File: src/rtl/dps_mtim.sv
// Multi-channel prescaled match timer with a small register interface.
// Channels share one prescaler tick; each channel counts up to its compare
// value, flags the match and optionally stops (one-shot). Matches on
// interrupt-enabled channels raise a level interrupt held until acknowledged.
module dps_mtim #(
   parameter int P_CH    = 4,
   parameter int P_CNT_W = 32,
   parameter int P_PSC_W = 16
) (
   input  logic        iCLOCK,
   input  logic        iRESET_SYNC,
   input  logic        iREQ_VALID,
   output logic        oREQ_BUSY,
   input  logic        iREQ_RW,
   input  logic [5:0]  iREQ_ADDR,
   input  logic [31:0] iREQ_DATA,
   output logic        oREQ_VALID,
   output logic [31:0] oREQ_DATA,
   output logic        oIRQ_VALID,
   input  logic        iIRQ_ACK
);

   typedef enum logic {ST_IDLE = 1'b0, ST_PEND = 1'b1} irq_st_t;

   localparam logic [5:0] ADDR_FLAGS = 6'h20;
   localparam logic [5:0] ADDR_PSC   = 6'h21;

   logic [2:0]         ctrl_q [P_CH];
   logic [2:0]         ctrl_d [P_CH];
   logic [P_CNT_W-1:0] cnt_q  [P_CH];
   logic [P_CNT_W-1:0] cnt_d  [P_CH];
   logic [P_CNT_W-1:0] cmp_q  [P_CH];
   logic [P_CNT_W-1:0] cmp_d  [P_CH];
   logic [P_CH-1:0]    flags_q, flags_d;
   logic [P_PSC_W-1:0] psc_q, psc_d;
   logic [P_PSC_W-1:0] psc_cnt_q, psc_cnt_d;
   logic               rd_pend_q, rd_pend_d;
   logic [31:0]        rdata_q, rdata_d;
   irq_st_t            irq_st_q, irq_st_d;

   logic               acc_rd_s, acc_wr_s, wr_ch_s, tick_s, evt_s;
   logic [2:0]         ch_idx_s;
   logic [1:0]         reg_k_s;
   logic [31:0]        rd_s;
   logic [P_CH-1:0]    match_s, ien_s, clr_s;

   // Request acceptance, address split and prescaler tick.
   always_comb begin
      acc_rd_s = iREQ_VALID & ~rd_pend_q & iREQ_RW;
      acc_wr_s = iREQ_VALID & ~rd_pend_q & ~iREQ_RW;
      ch_idx_s = iREQ_ADDR[4:2];
      reg_k_s  = iREQ_ADDR[1:0];
      wr_ch_s  = acc_wr_s & ~iREQ_ADDR[5];
      tick_s   = (psc_cnt_q == psc_q);
   end

   // Read data mux; unmapped and absent channels read as zero.
   always_comb begin
      rd_s = 32'd0;
      if (iREQ_ADDR == ADDR_FLAGS) begin
         rd_s[P_CH-1:0] = flags_q;
      end else if (iREQ_ADDR == ADDR_PSC) begin
         rd_s[P_PSC_W-1:0] = psc_q;
      end else if (!iREQ_ADDR[5]) begin
         for (int n = 0; n < P_CH; n++) begin
            if (ch_idx_s == 3'(n)) begin
               case (reg_k_s)
                  2'd0:    rd_s[2:0]         = ctrl_q[n];
                  2'd1:    rd_s[P_CNT_W-1:0] = cnt_q[n];
                  2'd2:    rd_s[P_CNT_W-1:0] = cmp_q[n];
                  default: rd_s              = 32'd0;
               endcase
            end
         end
      end else begin
         rd_s = 32'd0;
      end
   end

   // Channel next state: a register write wins over the tick action.
   always_comb begin
      for (int n = 0; n < P_CH; n++) begin
         ctrl_d[n]  = ctrl_q[n];
         cnt_d[n]   = cnt_q[n];
         cmp_d[n]   = cmp_q[n];
         match_s[n] = 1'b0;
         ien_s[n]   = ctrl_q[n][2];
         if (wr_ch_s && (ch_idx_s == 3'(n))) begin
            case (reg_k_s)
               2'd0:    ctrl_d[n] = iREQ_DATA[2:0];
               2'd1:    cnt_d[n]  = iREQ_DATA[P_CNT_W-1:0];
               2'd2:    cmp_d[n]  = iREQ_DATA[P_CNT_W-1:0];
               default: ctrl_d[n] = ctrl_q[n];
            endcase
         end else if (tick_s && ctrl_q[n][0]) begin
            if (cnt_q[n] == cmp_q[n]) begin
               match_s[n]   = 1'b1;
               cnt_d[n]     = '0;
               ctrl_d[n][0] = ctrl_q[n][1];
            end else begin
               cnt_d[n] = cnt_q[n] + P_CNT_W'(1);
            end
         end else begin
            cnt_d[n] = cnt_q[n];
         end
      end
   end

   // Flags, prescaler and read-response next state.
   always_comb begin
      clr_s     = (acc_rd_s && (iREQ_ADDR == ADDR_FLAGS)) ? flags_q : '0;
      flags_d   = (flags_q & ~clr_s) | match_s;
      evt_s     = |(match_s & ~flags_q & ien_s);
      psc_d     = psc_q;
      if (acc_wr_s && (iREQ_ADDR == ADDR_PSC)) begin
         psc_d     = iREQ_DATA[P_PSC_W-1:0];
         psc_cnt_d = '0;
      end else if (tick_s) begin
         psc_cnt_d = '0;
      end else begin
         psc_cnt_d = psc_cnt_q + P_PSC_W'(1);
      end
      rd_pend_d = acc_rd_s;
      rdata_d   = acc_rd_s ? rd_s : 32'd0;
   end

   // Interrupt state machine next state.
   always_comb begin
      irq_st_d = irq_st_q;
      case (irq_st_q)
         ST_IDLE: irq_st_d = evt_s ? ST_PEND : ST_IDLE;
         ST_PEND: irq_st_d = (iIRQ_ACK && !evt_s) ? ST_IDLE : ST_PEND;
         default: irq_st_d = ST_IDLE;
      endcase
   end

   // State registers with synchronous reset.
   always_ff @(posedge iCLOCK) begin
      if (iRESET_SYNC) begin
         for (int n = 0; n < P_CH; n++) begin
            ctrl_q[n] <= '0;
            cnt_q[n]  <= '0;
            cmp_q[n]  <= '0;
         end
         flags_q   <= '0;
         psc_q     <= '0;
         psc_cnt_q <= '0;
         rd_pend_q <= 1'b0;
         rdata_q   <= 32'd0;
         irq_st_q  <= ST_IDLE;
      end else begin
         for (int n = 0; n < P_CH; n++) begin
            ctrl_q[n] <= ctrl_d[n];
            cnt_q[n]  <= cnt_d[n];
            cmp_q[n]  <= cmp_d[n];
         end
         flags_q   <= flags_d;
         psc_q     <= psc_d;
         psc_cnt_q <= psc_cnt_d;
         rd_pend_q <= rd_pend_d;
         rdata_q   <= rdata_d;
         irq_st_q  <= irq_st_d;
      end
   end

   // A reset in the response cycle suppresses the pending read response.
   assign oREQ_BUSY  = rd_pend_q & ~iRESET_SYNC;
   assign oREQ_VALID = rd_pend_q & ~iRESET_SYNC;
   assign oREQ_DATA  = iRESET_SYNC ? 32'd0 : rdata_q;
   assign oIRQ_VALID = (irq_st_q == ST_PEND);

endmodule

File: config.mk
export PLATFORM = sky130hd
export DESIGN_NAME = dps_mtim
export DESIGN_NICKNAME = d
export VERILOG_FILES = /design/src/rtl/dps_mtim.sv
export SDC_FILE = /design/constraint.sdc
export NUM_CORES = 1
export LEC_CHECK = 0
export BUFFER_PORTS_ARGS = -buffer_cell sky130_fd_sc_hd__buf_2
export CAP_MARGIN = 15
export CORE_ASPECT_RATIO = 1.2
export CORE_UTILIZATION = 40
export CTS_CLUSTER_DIAMETER = 80
export DETAILED_ROUTE_END_ITERATION = 6
export MAX_ROUTING_LAYER = met4
export PLACE_DENSITY = 0.58
export SLEW_MARGIN = 20
export SYNTH_ARGS = -nofsm -noshare
export SYNTH_HDL_FRONTEND = slang
export SYNTH_SLANG_ARGS = --single-unit
export TNS_END_PERCENT = 5
File: constraint.sdc
create_clock -name iCLOCK -period 5.2 [get_ports iCLOCK]
set_clock_uncertainty 0.2 [all_clocks]
set_input_delay 1.04 -clock iCLOCK [delete_from_list [all_inputs] [get_ports iCLOCK]]
set_output_delay 1.04 -clock iCLOCK [all_outputs]
set_load 0.01 [all_outputs]
## Yosys cells after proc, flatten, opt, wreduce, memory -nomap -nowiden

Memory sizes are Yosys's and may differ from the RTL's.
Index checks and enable logic that the tools add are counted.

- $add $sub $neg: 5
- Eq/ne operators: 12
- Muxes and demuxes: 94
- Bitwise gates (word level): 29
- Reduce and logical (&&, ||, !) cells: 19

Operators with widths:

| kind | count |
|---|---|
| $mux 32 | 40 |
| $pmux 29 s3 | 3 |
| $add 32x1->32 const B | 4 |
| $eq 32x32->1 | 4 |
| $pmux 29 s2 | 1 |
| $pmux 3 s3 | 4 |
| $mux 16 | 2 |
| $mux 1 | 29 |
| $mux 3 | 8 |
| $add 16x1->16 const B | 1 |
| $eq 16x16->1 | 1 |
| $and 4x4->4 | 3 |
| $eq 6x6->1 const B | 2 |
| $or 1x1->1 | 12 |
| $logic_and 1x1->1 | 11 |
| $mux 2 | 4 |
| $mux 4 | 2 |
| $not 4->4 | 2 |
| $eq 3x2->1 const B | 2 |
| $not 1->1 | 6 |
| $reduce_or 3->1 | 2 |
| $and 1x1->1 | 5 |
| $reduce_or 5->1 | 1 |
| $or 4x4->4 | 1 |
| 9 further kinds | 9 |

- Flip-flop bits (word level): 70
- Bits in writable memories: 268
- Input bits: 43
- Output and inout port bits: 35
- Logic and storage cells: 170
- Memories: 3

Memory list:

| name | depth | bits a word | read ports | clocked after memory_dff | write ports | line | text |
|---|---|---|---|---|---|---|---|
| cmp_q | 4 | 32 | 4 | 0 | 4 | 32 | `logic [P_CNT_W-1:0] cmp_q [P_CH];` |
| cnt_q | 4 | 32 | 4 | 0 | 4 | 30 | `logic [P_CNT_W-1:0] cnt_q [P_CH];` |
| ctrl_q | 4 | 3 | 4 | 0 | 4 | 28 | `logic [2:0] ctrl_q [P_CH];` |

## Logic depth before layout (Yosys ltp)

Gate-level depths: netlist of run 1.

- Word-level depth: 15
- Mapped depth: 10
- Mapped depth without buffers: 7

## Worst setup path after synthesis of run 1

No wires, ideal clock.

- Path kind: in2out
- Start: input iRESET_SYNC
- End: output oREQ_VALID
- Data arrival time: 1.880 ns
- Required time: 3.960 ns
- Path slack: 2.080 ns
- Stages: 4
- Buffers on the path: 3
- Cell sequence: clkbuf_1 clkbuf_1 nor2b_1 buf_4

- Word-level cells in the longest chain between the ends: 2

Ends and longest elaborated chain:

| item | line | text |
|---|---|---|
| from (decl) | 11 | `input logic iRESET_SYNC,` |
| $not 1->1 | -- |  |
| $and 1x1->1 | -- |  |
| to (decl) | 17 | `output logic oREQ_VALID,` |

No other way between the ends.

==> qor.csv, run 1 <==
metric,value,unit
Slew @ Worst Pin,1200,ps
"Clk Latency, worst-skew pair",560,ps
# IOs,78,
Slew headroom,0.198,
ant diodes,0,
area of the multi-input gates,11800,um^2
DRT iter0 DRCs,2437,
total track usage,0.335,
Synth area leader,dfxtp_1,
hpwl dp,58300,um
"antenna viol nets, final",0,
CTS tree,built,
Die Wd,205,um
Setup crit end kind,register,
initial core utilization,0.404,
TritonCTS Buffers,39,
Final min period,3600,ps
DRT Pass-1 Iters,6,
fin nets,2587,
Clock Sinks,338,
initial antenna violation count,0,
post-synth cell types,78,
Max Cap Viol,0,
final setup TNS,0,ps
GP Congestion,1.00,
Fillers,4918,
die height,246,um
maximum vdd drop,0.202,mV
synthesized instance count,2635,
vias in the first global route,18300,
crit path kind,register to register,
Cell Rows,89,
Mapped Area,19900,um^2
fraction of layout cells with a size suffix above 1,0.0957,
Core Region,49100,um^2
P&R area growth vs syn,8.96,%
Resize count post-CTS,0,
Post-synth EDFFs,0,
vias per cell,6.33,
total number of vias,20300,
Leakage,7.68,nW
Hold Fails Final Rpt,0,
crit share post-route,0.693,
crit path max fanout,21,
Worst Path Required,5440,ps
worst path arrival time,3840,ps
commonest cells in the netlist,"384 x nand2_1, 338 x dfxtp_1, 240 x nor2_1, 222 x a21oi_1, 205 x clkbuf_1",
Hold WC Path Type,register to register,
largest net degree at the start of global routing,82,
clock root buffer,clkbuf_16,
post-synth top area share,0.341,
"Seq/Total Area, Yosys",0.341,
first-pass GRT wire length,122000,um
"Setup violations, final",0,
H-tree level count,2,
Syn Nets,2687,
most common cell in the synthesized netlist,nand2_1,
"Reg clk slew, reported paths",60,ps
final setup margin,1600,ps
Syn. warnings,0,
largest cells by area after synthesis,"dfxtp_1 34%, nand2_1 7.3%, a21oi_1 5.6%, a22oi_1 5.6%, xnor2_1 4.6%",
# port buffers,77,
grt total ovfl,0,
Yosys reg bits,338,
Slew Limit Fails,0,
Synth Flop Type,dfxtp_1,
drt wl/cell,26.3,um
unrepaired setup endpoints after global routing,false,
Sequential Area,6770,um^2
pre-CTS setup slack,1250,ps
status,"finished, final reports clean",
hold buffer count at cts,0,
post-synthesis area per instance,7.54,um^2
total die area,50600,um^2
total setup buffers inserted after CTS,0,
clock tree buffer depth,3,
Routed WL,84100,um
Post-route DRC,0,
pwr dens,271,nW/um^2
f_max,0.278,GHz
type of origin of the critical path,register,
Async SR Flop Fraction,0,
-- sequential cells by signal, indices dropped and copies added, names as in the netlist --
| name | count |
|---|---|
| rd_pend_q | 1 |
| rdata_q | 32 |
| psc_q | 16 |
| oIRQ_VALID | 1 |
| ctrl_q | 12 |
| flags_q | 4 |
| psc_cnt_q | 16 |
| cnt_q | 128 |
| cmp_q | 128 |
-- final cells by class --
class                      instances  share of cell area
multi-input combinational       1973               0.547
clock inverter                     9             0.00249
tap                              637              0.0368
clock buffer                      58              0.0554
timing repair buffer             128              0.0365
inverter                          55             0.00954
sequential                       338               0.313
-- where the power goes --
part           internal, mW  switching [mW]
combinational         0.103           0.384
clock                  1.59            1.17
sequential             2.60          0.0141
total                  4.29            1.57
-- critical path: stages, from the launching register on --
cell,delay [ps]
dfxtp_1,560
xor2_1,190
nor4_1,570
nand4_1,420
o21ai_2,850
buf_4,350
a21oi_1,70
o221a_2,270
-- layer usage --
| metal | GRT usage | part of all wire | up-vias |
|---|---|---|---|
| li1 | - | - | 9152 |
| met1 | 0.429 | 0.40 | 9707 |
| met2 | 0.503 | 0.44 | 1155 |
| met3 | 0.0373 | 0.090 | 244 |
| met4 | 0.205 | 0.072 | 0 |
| met5 | - | 0 | - |
-- stage by stage --
stage          cells  power, mW  hold slack (ps)  utilization  cell area [um^2]
6_report        3198       5.86              282        0.441             21600
5_1_grt         3198       5.99              295        0.441             21600
4_1_cts         3198       5.87              284        0.441             21600
3_5_place_dp    3131       3.14              275        0.415             20400
3_3_place_gp    3131       3.13              264        0.415             20400
2_1_floorplan   2635       2.93              241            -             19900
-- path summary, 6_finish.rpt --
| check | from | endpoint | slack [ps] | cells after the start |
|---|---|---|---|---|
| hold / removal | cmp_q[0][17] | cmp_q[0][17] | 280 | 2 |
| hold reg to reg | cmp_q[0][17] | cmp_q[0][17] | 280 | 2 |
| setup reg to reg | cnt_q[3][17] | cnt_q[3][18] | 1600 | 7 |
| setup / recovery | cnt_q[3][17] | cnt_q[3][18] | 1600 | 7 |
-- cells in the final DEF, fill, tap and decap left out, types with 41 or more instances in the layout --
cell	n
a21oi_1	220
a22oi_1	147
buf_2	76
buf_4	50
clkbuf_16	41
dfxtp_1	338
inv_1	54
nand2_1	384
nand3_1	77
nand4_1	65
nor2_1	240
o21ai_0	98
o22ai_1	59
xnor2_1	104
xor2_1	102
-- logic make-up (layout without fill, tap and decap cells) --
kind of cell               after synthesis  in the layout  synth area share
AOI/OAI and AO/OA                      760            760             0.256
xor gates and xnor gates               206            206            0.0908
adders and majority gates                9              9           0.00567
buffers and inverters                  324            250            0.0662
DFF                                    338            338             0.341
muxes                                   14             14           0.00712
and+or+nand+nor                        984            984             0.234
No activity file was read; power rests on OpenSTA's default activity.
==> run 2, diff against run 1 <==
--- a/config.mk
+++ b/config.mk
@@ -5,6 +5,7 @@
 export SDC_FILE = /design/constraint.sdc
 export NUM_CORES = 1
 export LEC_CHECK = 0
+export ABC_AREA = 1
 export BUFFER_PORTS_ARGS = -buffer_cell sky130_fd_sc_hd__buf_2
 export CAP_MARGIN = 15
 export CORE_ASPECT_RATIO = 1.2
@@ -12,7 +13,7 @@
 export CTS_CLUSTER_DIAMETER = 80
 export DETAILED_ROUTE_END_ITERATION = 6
 export MAX_ROUTING_LAYER = met4
-export PLACE_DENSITY = 0.58
+export PLACE_DENSITY = 0.6
 export SLEW_MARGIN = 20
 export SYNTH_ARGS = -nofsm -noshare
 export SYNTH_HDL_FRONTEND = slang
==> constraint.sdc (replaced) <==
create_clock -name iCLOCK -period 3.25 [get_ports iCLOCK]
set_clock_uncertainty 0.2 [all_clocks]
set_input_delay 0.65 -clock iCLOCK [delete_from_list [all_inputs] [get_ports iCLOCK]]
set_output_delay 0.65 -clock iCLOCK [all_outputs]
set_load 0.01 [all_outputs]
==> qor.csv, run 2 <==
metric,value,unit
status,"complete, but fails checks",
failing checks,DRC,
type of origin of the critical path,register,
crit path max fanout,8,
clock power share,0.472,
most common cell in the synthesized netlist,nand2_1,
Sequential Area,6770,um^2
initial core utilization,0.404,
DRT Pass-1 Iters,7,
Critical Path Max Stage Delay,490,ps
hpwl dp,56500,um
crit path cell chain,"inv_1, nand2_1, nand2_1, nor2_1, nand2_1, nor2_1, nand2_1, nor2_1, nand3_1, nand3_1, nor2_1, nor2_1",
pre-CTS setup slack,364,ps
Worst Path Required,3490,ps
synthesized instance count,3292,
fin util,0.446,
Async SR Flop Fraction,0,
switching power,2.69,mW
Slew headroom,0.576,
Post-route DRC,1,
post-synth top area share,0.319,
total number of vias,21900,
H-tree level count,2,
final cell count without fillers,4001,
die height,254,um
clock root buffer,clkbuf_16,
crit path kind,register to register,
vias per cell,5.48,
pwr dens,422,nW/um^2
Largest regs,"cmp_q (128), cnt_q (128), rdata_q (32)",
total track usage,0.298,
vias in the first global route,19700,
largest net degree at the start of global routing,92,
Setup crit end kind,register,
total setup buffers inserted after CTS,0,
commonest cells in the netlist,"760 x nand2_1, 368 x inv_1, 362 x nor2_1, 338 x dfxtp_1, 221 x o21ai_0",
r2r startpoint,cnt_q[0][24],
R2R setup slack,740,ps
power share of the sequential group,0.427,
hold slack,241,ps
Synth area leader,dfxtp_1,
WHS Endpoint,rd_pend_q,
Comb pwr share,0.101,
worst path arrival time,2750,ps
Leakage,9.31,nW
P&R area growth vs syn,10.4,%
cell area after layout,23400,um^2
most frequent cells in the layout,"758 x nand2_1, 367 x inv_1, 360 x nor2_1",
Crit Reg-Reg Endpoint,oIRQ_VALID,
"Seq/Total Area, Yosys",0.319,
Critical Path Most Common Cell,nor2_1,
Worst Reg-to-Reg Cells,12,
Synth Flop Type,dfxtp_1,
Core Region,52500,um^2
fin nets,3321,
Hold Path Origin,iREQ_RW,
Post-Place Cell Area,22100,um^2
Hold Fails Final Rpt,0,
first-pass GRT wire length,120000,um
Hold WC Path Type,input port to register,
hold path depth,3,
Fillers,5604,
"Reg clk slew, reported paths",60,ps
GP Congestion,0.993,
Final min period,2510,ps
drt wl/cell,19.6,um
maximum vdd drop,0.276,mV
# IOs,78,
post-synthesis area per instance,6.44,um^2
final setup margin,741,ps
Slew Limit Fails,0,
Mapped Area,21200,um^2
Post-synth EDFFs,0,
grt total ovfl,0,
Slew @ Worst Pin,636,ps
crit share post-route,0.772,
area of the multi-input gates,12000,um^2
CTS tree,built,
DRT iter0 DRCs,2128,
"Clk Latency, worst-skew pair",570,ps
unrepaired setup endpoints after global routing,false,
Max Cap Viol,0,
Syn. warnings,0,
CP max-delay cell,dfxtp_1,
total die area,53900,um^2
# port buffers,77,
overall power,9.88,mW
clock tree buffer depth,3,
Placed Cells,3932,
largest cells by area after synthesis,"dfxtp_1 32%, nand2_1 13%, inv_1 6.5%, nor2_1 6.4%, o21ai_0 5.2%",
TritonCTS Buffers,40,
"antenna viol nets, final",0,
initial antenna violation count,1,
sw frac,0.272,
internal power,7.19,mW
Die Wd,212,um
Clock Sinks,338,
Cell Rows,92,
hold buffer count at cts,0,
"most common cell after layout, fill and taps aside",nand2_1,
Yosys reg bits,338,
"Setup violations, final",0,
Resize count post-CTS,0,
fraction of layout cells with a size suffix above 1,0.0929,
post-synth cell types,46,
Routed WL,78500,um
f_max,0.399,GHz
final setup TNS,0,ps
Syn Nets,3344,
## run 2: cell types whose count changed after synthesis, sizes merged, moves of 32 or more
cell	before	now
nand3	78	141
o22ai	59	110
a22oi	147	33
nor4	37	5
inv	55	396
nand2	386	775
nor2b	37	0
xnor2	104	4
nor3	38	72
a211oi	40	131
clkbuf	205	102
o21ai	107	296
nor2	240	386
## run 2: layout make-up
class,instances,area share
inverters,397,0.0641
clock buffers,58,0.0509
multi-input cells,2364,0.513
repair buffers,128,0.0395
diodes,1,0.000107
well taps,705,0.0377
flip-flops and latches,338,0.289
clock inverters,10,0.00556
## run 2: metal layers
metal,share of wire,GRT usage,vias to the layer above
li1,-,-,10800
met1,0.44,0.390,10200
met2,0.45,0.465,807
met3,0.064,0.0356,162
met4,0.041,0.121,0
met5,0,-,-
## run 2: logic make-up (layout without fill, tap and decap cells)
logic type	count (synthesis)	in the layout	share of synthesized area
and+or+nand+nor	1440	1440	0.288
AOI/OAI and AO/OA	793	793	0.222
buffers and inverters	590	593	0.115
DFF	338	338	0.319
xor gates and xnor gates	122	122	0.0504
adders and majority gates	9	9	0.00531
other	0	1	0
## run 2: how the worst max path moves through the flow
stage / startpoint / slack, ps / cells past startpoint / end
after detailed placement: iREQ_ADDR[1] / 360 / 10 / rdata_q[9]
final: cnt_q[0][24] / 740 / 12 / oIRQ_VALID
after global routing: cnt_q[1][2] / 590 / 14 / cnt_q[1][16]
after floorplan: iRESET_SYNC / 710 / 5 / oREQ_VALID
after global placement: iREQ_ADDR[1] / 370 / 10 / rdata_q[9]
after CTS: cnt_q[0][24] / 780 / 12 / oIRQ_VALID
## run 2: worst max-delay path: cells and delay by family, from the launching register on
kind,cells,cell delay [ps]
and+or+nand+nor,11,1580
buffers and inverters,1,130
DFF,1,490
## run 2: power by group through the flow
stage / Combinational, mW / Sequential [mW] / Clock [mW]
final: 1.00 / 4.22 / 4.66
after global routing: 1.06 / 4.22 / 4.88
after CTS: 0.983 / 4.22 / 4.71
after detailed placement: 0.978 / 4.31 / 0
after global placement: 0.984 / 4.31 / 0
after floorplan: 0.559 / 4.29 / 0
==> run 3, diff against run 2 <==
--- a/config.mk
+++ b/config.mk
@@ -13,7 +13,7 @@
 export CTS_CLUSTER_DIAMETER = 80
 export DETAILED_ROUTE_END_ITERATION = 6
 export MAX_ROUTING_LAYER = met4
-export PLACE_DENSITY = 0.6
+export PLACE_DENSITY = 0.58
 export SLEW_MARGIN = 20
 export SYNTH_ARGS = -nofsm -noshare
 export SYNTH_HDL_FRONTEND = slang
==> constraint.sdc (replaced) <==
create_clock -name iCLOCK -period 2.4 [get_ports iCLOCK]
set_clock_uncertainty 0.2 [all_clocks]
set_input_delay 0.48 -clock iCLOCK [delete_from_list [all_inputs] [get_ports iCLOCK]]
set_output_delay 0.48 -clock iCLOCK [all_outputs]
set_load 0.01 [all_outputs]
==> qor.csv, run 3 (synthesis results as in run 2) <==
metric,value,unit
status,"finished, final reports clean",
H-tree level count,2,
f_max,0.425,GHz
crit share post-route,0.981,
total track usage,0.321,
fraction of layout cells with a size suffix above 1,0.131,
Max Cap Viol,0,
initial antenna violation count,1,
maximum vdd drop,0.448,mV
Placed Cells,4064,
internal power,9.84,mW
final cell count without fillers,4138,
"Reg clk slew, reported paths",70,ps
sw frac,0.276,
P&R area growth vs syn,15.9,%
M1 GR Usage,0.401,
Largest regs,"cmp_q (128), cnt_q (128), rdata_q (32)",
Worst Path Required,2610,ps
GR met2 Demand/Resource,0.495,
Clock Sinks,338,
Hold Fails Final Rpt,0,
r2r startpoint,cnt_q[1][14],
"antenna viol nets, final",0,
Slew headroom,0.482,
Critical Path Start,iREQ_ADDR[0],
unrepaired setup endpoints after global routing,false,
Core Region,52500,um^2
"Setup violations, final",0,
"Clk Latency, worst-skew pair",570,ps
# IOs,78,
TritonCTS Buffers,41,
vias per cell,5.49,
DRT iter0 DRCs,1997,
met3 Use GR,0.0499,
final setup TNS,0,ps
Fillers,5507,
clock tree buffer depth,3,
grt total ovfl,0,
vias in the first global route,21400,
first-pass GRT wire length,127000,um
hpwl dp,63000,um
Post-route DRC,0,
largest net degree at the start of global routing,65,
Final min period,2350,ps
fin nets,3456,
type of origin of the critical path,input port,
Comb pwr share,0.109,
Hold WC Path Type,input port to register,
Routed WL,84600,um
crit path kind,input port to register,
pwr dens,553,nW/um^2
clock root buffer,clkbuf_16,
GP Congestion,1.03,
DRT Pass-1 Iters,6,
total number of vias,22700,
power share of the sequential group,0.420,
die height,254,um
Slew Limit Fails,0,
Setup crit end kind,register,
total die area,53900,um^2
CTS tree,built,
drt wl/cell,20.5,um
Post-Place Cell Area,23200,um^2
# port buffers,77,
initial core utilization,0.404,
switching power,3.75,mW
total setup buffers inserted after CTS,0,
Hold Path Origin,iREQ_RW,
crit path max fanout,21,
cell area after layout,24600,um^2
gr busiest metal,met2,
most frequent cells in the layout,"757 x nand2_1, 367 x inv_1, 359 x nor2_1",
Leakage,10.0,nW
clock power share,0.472,
Slew @ Worst Pin,775,ps
Cell Rows,92,
"most common cell after layout, fill and taps aside",nand2_1,
Die Wd,212,um
worst path arrival time,2560,ps
==> run 3: worst paths after layout <==
kind,to,slack [ps],cells past startpoint
worst min register to register,psc_cnt_q[0],250,1
worst max-delay path,rdata_q[12],50,11
worst max register to register,cnt_q[1][17],170,8
worst min-delay path,rd_pend_q,70,3
==> run 3: power by group through the flow <==
| stage | logic, mW | clock network [mW] | registers [mW] |
|---|---|---|---|
| 4_1_cts | 1.43 | 6.51 | 5.70 |
| 3_3_place_gp | 1.41 | 0 | 5.83 |
| 2_1_floorplan | 0.757 | 0 | 5.81 |
| 3_5_place_dp | 1.42 | 0 | 5.83 |
| 5_1_grt | 1.56 | 6.72 | 5.71 |
| 6_report | 1.48 | 6.42 | 5.71 |
==> run 3: routing by layer <==
| metal | share of wire | vias to the layer above |
|---|---|---|
| li1 | - | 11100 |
| met2 | 0.45 | 862 |
| met1 | 0.42 | 10500 |
| met3 | 0.071 | 235 |
| met4 | 0.057 | 0 |
| met5 | 0 | - |
==> run 3: area by class of cell <==
cell class	count	area [um^2]	area share
Multi-Input combinational cell	2366	12100	0.491
Sequential cell	338	6770	0.276
Timing Repair Buffer	260	2030	0.0825
Inverter	397	1500	0.0611
Clock buffer	59	1160	0.0473
Tap cell	705	882	0.0359
Clock inverter	12	163	0.00662
Antenna cell	1	2.50	0.000102
==> run 3: worst max-delay path, stage by stage <==
cell	delay, ps
buf_2	120
inv_1	70
ha_1	240
inv_4	280
buf_12	190
buf_12	150
o22ai_1	170
nand2_1	100
nand3_1	70
o21ai_0	510
a21oi_1	150
==> run 3: timing repair <==
item,4_1_cts,5_1_grt
hold buffers,0,0
pin swaps,1,1
endpoints found under the setup margin,1,121
gates cloned,1,1
resized for setup,0,21
==> run 3: stage by stage <==
stage	util	setup slack (ps)	hold slack, ps	total power [mW]
after floorplan	-	201	241	6.57
after global placement	0.441	-451	268	7.24
after detailed placement	0.441	-479	276	7.25
after CTS	0.467	2.73	47.1	13.6
after global routing	0.468	4.47	77.4	14.0
final	0.468	46.6	71.3	13.6
